## src/rtl/jtframe_dlrx_pkg.sv

```systemverilog
// Shared constants for the SPI download receiver: FSM state codes,
// data_io command bytes and the default ioctl address width.
package jtframe_dlrx_pkg;

    localparam int DLRX_AW = 22;

    localparam logic [7:0] DLRX_CMD_TX  = 8'h53;
    localparam logic [7:0] DLRX_CMD_DAT = 8'h54;
    localparam logic [7:0] DLRX_CMD_IDX = 8'h55;

    localparam logic [2:0] ST_IDLE  = 3'd0;
    localparam logic [2:0] ST_CMD   = 3'd1;
    localparam logic [2:0] ST_IDX   = 3'd2;
    localparam logic [2:0] ST_TXCTL = 3'd3;
    localparam logic [2:0] ST_DATA  = 3'd4;
    localparam logic [2:0] ST_SKIP  = 3'd5;

endpackage

```

## src/rtl/jtframe_spi_byte.sv

```systemverilog
// SPI byte assembler running in the clk domain. SCK, SS2 and DI are
// synchronized through matching 2-flop chains so DI lines up with the
// SCK edge seen by the detector. A byte in progress is thrown away
// whenever the chip select goes inactive, even on the 8th edge.
module jtframe_spi_byte (
    input  logic       clk,
    input  logic       rst,
    input  logic       spi_sck,
    input  logic       spi_ss2,
    input  logic       spi_di,
    output logic       frame_active,
    output logic       byte_vld,
    output logic [7:0] rx_byte
);

    logic       sck_m, sck_s1, sck_s2;
    logic       ss_m, ss_s1;
    logic       di_m, di_s1;
    logic [6:0] shifter;
    logic [2:0] bit_cnt;
    logic       sck_rise;

    assign sck_rise     = sck_s1 & ~sck_s2;
    assign frame_active = ~ss_s1;

    // Two-stage synchronizers plus one extra SCK stage for edge detection
    always_ff @(posedge clk or posedge rst) begin
        if (rst) begin
            sck_m  <= 1'b0;
            sck_s1 <= 1'b0;
            sck_s2 <= 1'b0;
            ss_m   <= 1'b1;
            ss_s1  <= 1'b1;
            di_m   <= 1'b0;
            di_s1  <= 1'b0;
        end else begin
            sck_m  <= spi_sck;
            sck_s1 <= sck_m;
            sck_s2 <= sck_s1;
            ss_m   <= spi_ss2;
            ss_s1  <= ss_m;
            di_m   <= spi_di;
            di_s1  <= di_m;
        end
    end

    // Shift MSB-first on each SCK rise; chip select release wins over a completing byte
    always_ff @(posedge clk or posedge rst) begin
        if (rst) begin
            shifter  <= 7'd0;
            bit_cnt  <= 3'd0;
            byte_vld <= 1'b0;
            rx_byte  <= 8'd0;
        end else begin
            byte_vld <= 1'b0;
            if (ss_s1) begin
                shifter <= 7'd0;
                bit_cnt <= 3'd0;
            end else if (sck_rise) begin
                shifter <= {shifter[5:0], di_s1};
                bit_cnt <= bit_cnt + 3'd1;
                if (bit_cnt == 3'd7) begin
                    byte_vld <= 1'b1;
                    rx_byte  <= {shifter, di_s1};
                end
            end
        end
    end

endmodule

```

## src/rtl/jtframe_spi_dlrx.sv

```systemverilog
// SPI ROM-download receiver: decodes the data_io command stream and
// produces the byte-wide ioctl write port for the SDRAM prog interface.
// Optional macro JTFRAME_DLRX_CHECKSUM_EN adds dl_sum, a 16-bit wrapping
// sum of all bytes written during the current/last download.
module jtframe_spi_dlrx
    import jtframe_dlrx_pkg::*;
#(
    parameter int         AW      = DLRX_AW,
    parameter logic [7:0] CMD_TX  = DLRX_CMD_TX,
    parameter logic [7:0] CMD_DAT = DLRX_CMD_DAT,
    parameter logic [7:0] CMD_IDX = DLRX_CMD_IDX
) (
    input  logic          clk,
    input  logic          rst,
    input  logic          SPI_SCK,
    input  logic          SPI_SS2,
    input  logic          SPI_DI,
    output logic          downloading,
    output logic [7:0]    ioctl_index,
    output logic [AW-1:0] ioctl_addr,
    output logic [7:0]    ioctl_data,
    output logic          ioctl_wr,
`ifdef JTFRAME_DLRX_CHECKSUM_EN
    output logic [15:0]   dl_sum,
`endif
    output logic          ioctl_ovf
);

    logic       frame_active;
    logic       byte_vld;
    logic [7:0] rx_byte;
    logic [2:0] state;
    logic       first_wr;

    jtframe_spi_byte u_byte (
        .clk          (clk),
        .rst          (rst),
        .spi_sck      (SPI_SCK),
        .spi_ss2      (SPI_SS2),
        .spi_di       (SPI_DI),
        .frame_active (frame_active),
        .byte_vld     (byte_vld),
        .rx_byte      (rx_byte)
    );

    // Command FSM and ioctl registers; the address advances ahead of each write except the first
    always_ff @(posedge clk or posedge rst) begin
        if (rst) begin
            state       <= ST_IDLE;
            downloading <= 1'b0;
            ioctl_index <= 8'd0;
            ioctl_addr  <= '0;
            ioctl_data  <= 8'd0;
            ioctl_wr    <= 1'b0;
            ioctl_ovf   <= 1'b0;
            first_wr    <= 1'b0;
`ifdef JTFRAME_DLRX_CHECKSUM_EN
            dl_sum      <= 16'd0;
`endif
        end else begin
            ioctl_wr <= 1'b0;
            if (!frame_active) begin
                state <= ST_IDLE;
            end else begin
                case (state)
                    ST_IDLE: state <= ST_CMD;
                    ST_CMD: if (byte_vld) begin
                        case (rx_byte)
                            CMD_IDX: state <= ST_IDX;
                            CMD_TX:  state <= ST_TXCTL;
                            CMD_DAT: state <= ST_DATA;
                            default: state <= ST_SKIP;
                        endcase
                    end
                    ST_IDX: if (byte_vld) begin
                        ioctl_index <= rx_byte;
                        state       <= ST_SKIP;
                    end
                    ST_TXCTL: if (byte_vld) begin
                        if (rx_byte != 8'd0) begin
                            downloading <= 1'b1;
                            ioctl_addr  <= '0;
                            ioctl_ovf   <= 1'b0;
                            first_wr    <= 1'b1;
`ifdef JTFRAME_DLRX_CHECKSUM_EN
                            dl_sum      <= 16'd0;
`endif
                        end else begin
                            downloading <= 1'b0;
                        end
                        state <= ST_SKIP;
                    end
                    ST_DATA: if (byte_vld) begin
                        ioctl_data <= rx_byte;
                        if (downloading) begin
                            ioctl_wr <= 1'b1;
`ifdef JTFRAME_DLRX_CHECKSUM_EN
                            dl_sum   <= dl_sum + {8'd0, rx_byte};
`endif
                            if (first_wr) begin
                                first_wr <= 1'b0;
                            end else begin
                                ioctl_addr <= ioctl_addr + 1'b1;
                                if (&ioctl_addr) ioctl_ovf <= 1'b1;
                            end
                        end
                    end
                    ST_SKIP: state <= ST_SKIP;
                    default: state <= ST_SKIP;
                endcase
            end
        end
    end

endmodule

```

## config.mk

```make
export PLATFORM = sky130hd
export DESIGN_NAME = jtframe_spi_dlrx
export DESIGN_NICKNAME = d
export VERILOG_FILES = /design/src/rtl/jtframe_dlrx_pkg.sv /design/src/rtl/jtframe_spi_byte.sv /design/src/rtl/jtframe_spi_dlrx.sv
export SDC_FILE = /design/constraint.sdc
export NUM_CORES = 1
export LEC_CHECK = 0
export CAP_MARGIN = 30
export CORE_UTILIZATION = 58
export DETAILED_ROUTE_END_ITERATION = 10
export PLACE_DENSITY = 0.95
export SETUP_SLACK_MARGIN = 0.2
export SYNTH_ARGS = -nofsm -noshare
export SYNTH_HDL_FRONTEND = slang
export SYNTH_SLANG_ARGS = --single-unit
```

## constraint.sdc

```tcl
create_clock -name clk -period 4.2 [get_ports clk]
set_clock_uncertainty 0.15 [all_clocks]
set_input_delay 0.84 -clock clk [delete_from_list [all_inputs] [get_ports clk]]
set_output_delay 0.84 -clock clk [all_outputs]
set_load 0.1 [all_outputs]
```

==> results.sh <==
export IMPL_status="completed"
export IMPL_leakage_nw=1.75
export IMPL_synth_edf_count=0
export IMPL_cp_required_ns=3.21
export IMPL_layout_worst_path_cycle_share=0.719
export IMPL_antenna_found_initial=0
export IMPL_cts_hold_buf=0
export IMPL_initial_core_util=0.613
export IMPL_drive_above_1_share=0.155
export IMPL_maxCapViolCount=0
export IMPL_regToRegSetupSlack_ns=1.55
export IMPL_setup_viol=0
export IMPL_power_share_sequential=0.521
export IMPL_powerDensity_nw_per_um2=342
export IMPL_path_delay_family="buffers and inverters"
export IMPL_rsz0062_at_grt="no"
export IMPL_fmax_mhz=331
export IMPL_synth_seq_cells=71
export IMPL_gp_congestion=0.830
export IMPL_final_common_cell="dfrtp_1"
export IMPL_p_clk_frac=0.460
export IMPL_grt_pass1_vias=2377
export IMPL_start_kind="flip-flop"
export IMPL_final_nets=344
export IMPL_grt_max_degree=72
export IMPL_fp_row_count=26
export IMPL_io_pins=46
export IMPL_power_switching_mw=0.274
export IMPL_finalHoldViolCount=0
export IMPL_dieHeight_um=76.2
export IMPL_grt_pass1_wl_um=11200
export IMPL_cp_end_kind="primary output"
export IMPL_worst_path_max_fanout=9
export IMPL_max_stage_delay_ns=1.19
export IMPL_grt_remaining_overflow=0
export IMPL_portBuffers=45
export IMPL_clockBufferDepth=2
export IMPL_fin_tns_setup_ns=0
export IMPL_hpwl_um=4600
export IMPL_antennaDiodeCount=0
export IMPL_num_vias=2402
export IMPL_async_flop_share=1.00
export IMPL_die_width_um=76.2
export IMPL_via_per_inst=5.84
export IMPL_track_usage=0.247
export IMPL_max_slew_worst_pin_slew_ns=0.993
export IMPL_ant_nets=0
export IMPL_core_area_um2=5200
export IMPL_cts_tree="built"
export IMPL_worst_hold_path_type="reg2reg"
export IMPL_p_int_mw=1.06
export IMPL_post_cts_buffers=0
export IMPL_synth_cell_types=45
export IMPL_syn_inst=290
export IMPL_period_needed_ns=3.02
export IMPL_fin_util=0.751
export IMPL_seq_area_frac_synth=0.557
export IMPL_first_pass_iters=4
export IMPL_drcViolationCount=0
export IMPL_syn_area_um2=3190
export IMPL_synth_avg_cell_area_um2=11.0
export IMPL_relSlewSlack=0.336
export IMPL_cts_buffers=9
export IMPL_crit_buf_inv=1
export IMPL_dieArea_um2=5810
export IMPL_switching_share=0.205
export IMPL_cts_max_level=3
export IMPL_ir_drop_v=0.000286
export IMPL_synth_nets=298
export IMPL_root_buffer="clkbuf_8"
export IMPL_comb_power_share=0.019
export IMPL_slowest_stage="clkdlybuf4s50_1"
export IMPL_drt_iter0_markers=142
export IMPL_path_cells="clkdlybuf4s50_1"
export IMPL_clock_latency_ns=0.34
export IMPL_fillCellCount=341
export IMPL_clk_pin_slew_ns=0.08
export IMPL_ys_warn_count=0
export IMPL_slew_violations=0
export IMPL_layout_common_cells="dfrtp_1 (69), clkdlybuf4s50_1 (45), nand2_1 (36), mux2_2 (24), nor2_1 (21)"
export IMPL_path_class="reg2out"
export IMPL_clock_sinks=71
export IMPL_drt_total_wl_um=6580
export IMPL_wl_per_cell_um=16.0
export IMPL_synth_ff_type="dfrtp_1"
export IMPL_crit_arrival_ns=2.03
export IMPL_syn2layout_area_growth_pct=22.4
export IMPL_ctsResizeCount=0
[per-layer routing]
metal,vias up,routed length (µm),track usage
met4,0,104,0.0808
li1,1121,-,-
met5,-,0,0
met1,1196,2700,0.299
met3,13,307,0.0539
met2,72,3470,0.438
[final timing paths]
path / start / cells past startpoint / endpoint
max reg2reg: state[0] / 5 / ioctl_addr[15]
min reg2reg: u_byte.ss_m / 0 / u_byte.ss_s1
max: ioctl_addr[4] / 1 / ioctl_addr[4]
min in group asynchronous: rst / 3 / downloading
min: u_byte.ss_m / 0 / u_byte.ss_s1
max in group asynchronous: rst / 3 / u_byte.sck_m
[metrics by stage]
step | std cells | hold WS, ns | area (µm²) | setup WS, ns | total power [mW]
floorplan | 290 | 0.181 | 3190 | 1.42 | 0.725
global placement | 395 | 0.182 | 3680 | 1.59 | 0.734
detailed placement | 395 | 0.199 | 3680 | 1.56 | 0.736
CTS | 411 | 0.211 | 3910 | 1.17 | 1.34
global route | 411 | 0.215 | 3910 | 1.13 | 1.38
finish | 411 | 0.209 | 3910 | 1.18 | 1.34
[area by class of cell]
| class | count | area, µm² | area share |
|---|---|---|---|
| clock inverter | 5 | 80.1 | 0.0205 |
| sequential | 71 | 1780 | 0.455 |
| inverter | 5 | 18.8 | 0.00480 |
| multi-input combinational | 202 | 1330 | 0.339 |
| timing repair buffer | 47 | 465 | 0.119 |
| clock buffer | 11 | 151 | 0.0387 |
| tap | 70 | 87.6 | 0.0224 |
[Yosys cell counts (2+ instances only)]
cell type | n | share of area
dfrtp_1 | 69 | 0.54
nand2_1 | 36 | 0.042
mux2_2 | 24 | 0.085
nor2_1 | 21 | 0.025
nand3_1 | 19 | 0.030
a21oi_1 | 16 | 0.025
xor2_1 | 13 | 0.036
nand4_1 | 12 | 0.024
or3_1 | 7 | 0.014
and3_1 | 5 | 0.0098
clkbuf_1 | 5 | 0.0059
inv_1 | 5 | 0.0059
nor3_1 | 5 | 0.0078
buf_2 | 4 | 0.0063
nor4_1 | 4 | 0.0078
o21ai_0 | 4 | 0.0063
ha_1 | 3 | 0.012
nand2b_1 | 3 | 0.0059
nor2b_1 | 3 | 0.0059
buf_6 | 2 | 0.0071
dfstp_2 | 2 | 0.016
nand3_2 | 2 | 0.0063
nor4_4 | 2 | 0.013
o211ai_1 | 2 | 0.0047
or4_1 | 2 | 0.0047
[flip-flops by register name (all words and copies together), names as in the netlist, 3 cells and up]
signal          cells
ioctl_addr         22
ioctl_data          8
ioctl_index         8
u_byte.rx_byte      8
u_byte.shifter      7
state               3
u_byte.bit_cnt      3
[power groups by stage]
stage          logic, mW  registers [mW]  clock network (mW)
2_1_floorplan     0.0196           0.706                   0
3_3_place_gp      0.0253           0.709                   0
3_5_place_dp      0.0261           0.710                   0
4_1_cts           0.0262           0.696               0.622
5_1_grt           0.0297           0.697               0.655
6_report          0.0254           0.697               0.614
[kinds of logic (layout without fill, tap and decap cells)]
group	after synthesis	after routing	synth area share
DFF	71	71	0.557
muxes	24	24	0.0846
xor gates and xnor gates	14	14	0.0384
adders and majority gates	3	3	0.0118
and+or+nand+nor	133	133	0.230
buffers and inverters	17	68	0.0274
AOI/OAI and AO/OA	28	28	0.0509
Power figures use the tool's default switching activity.
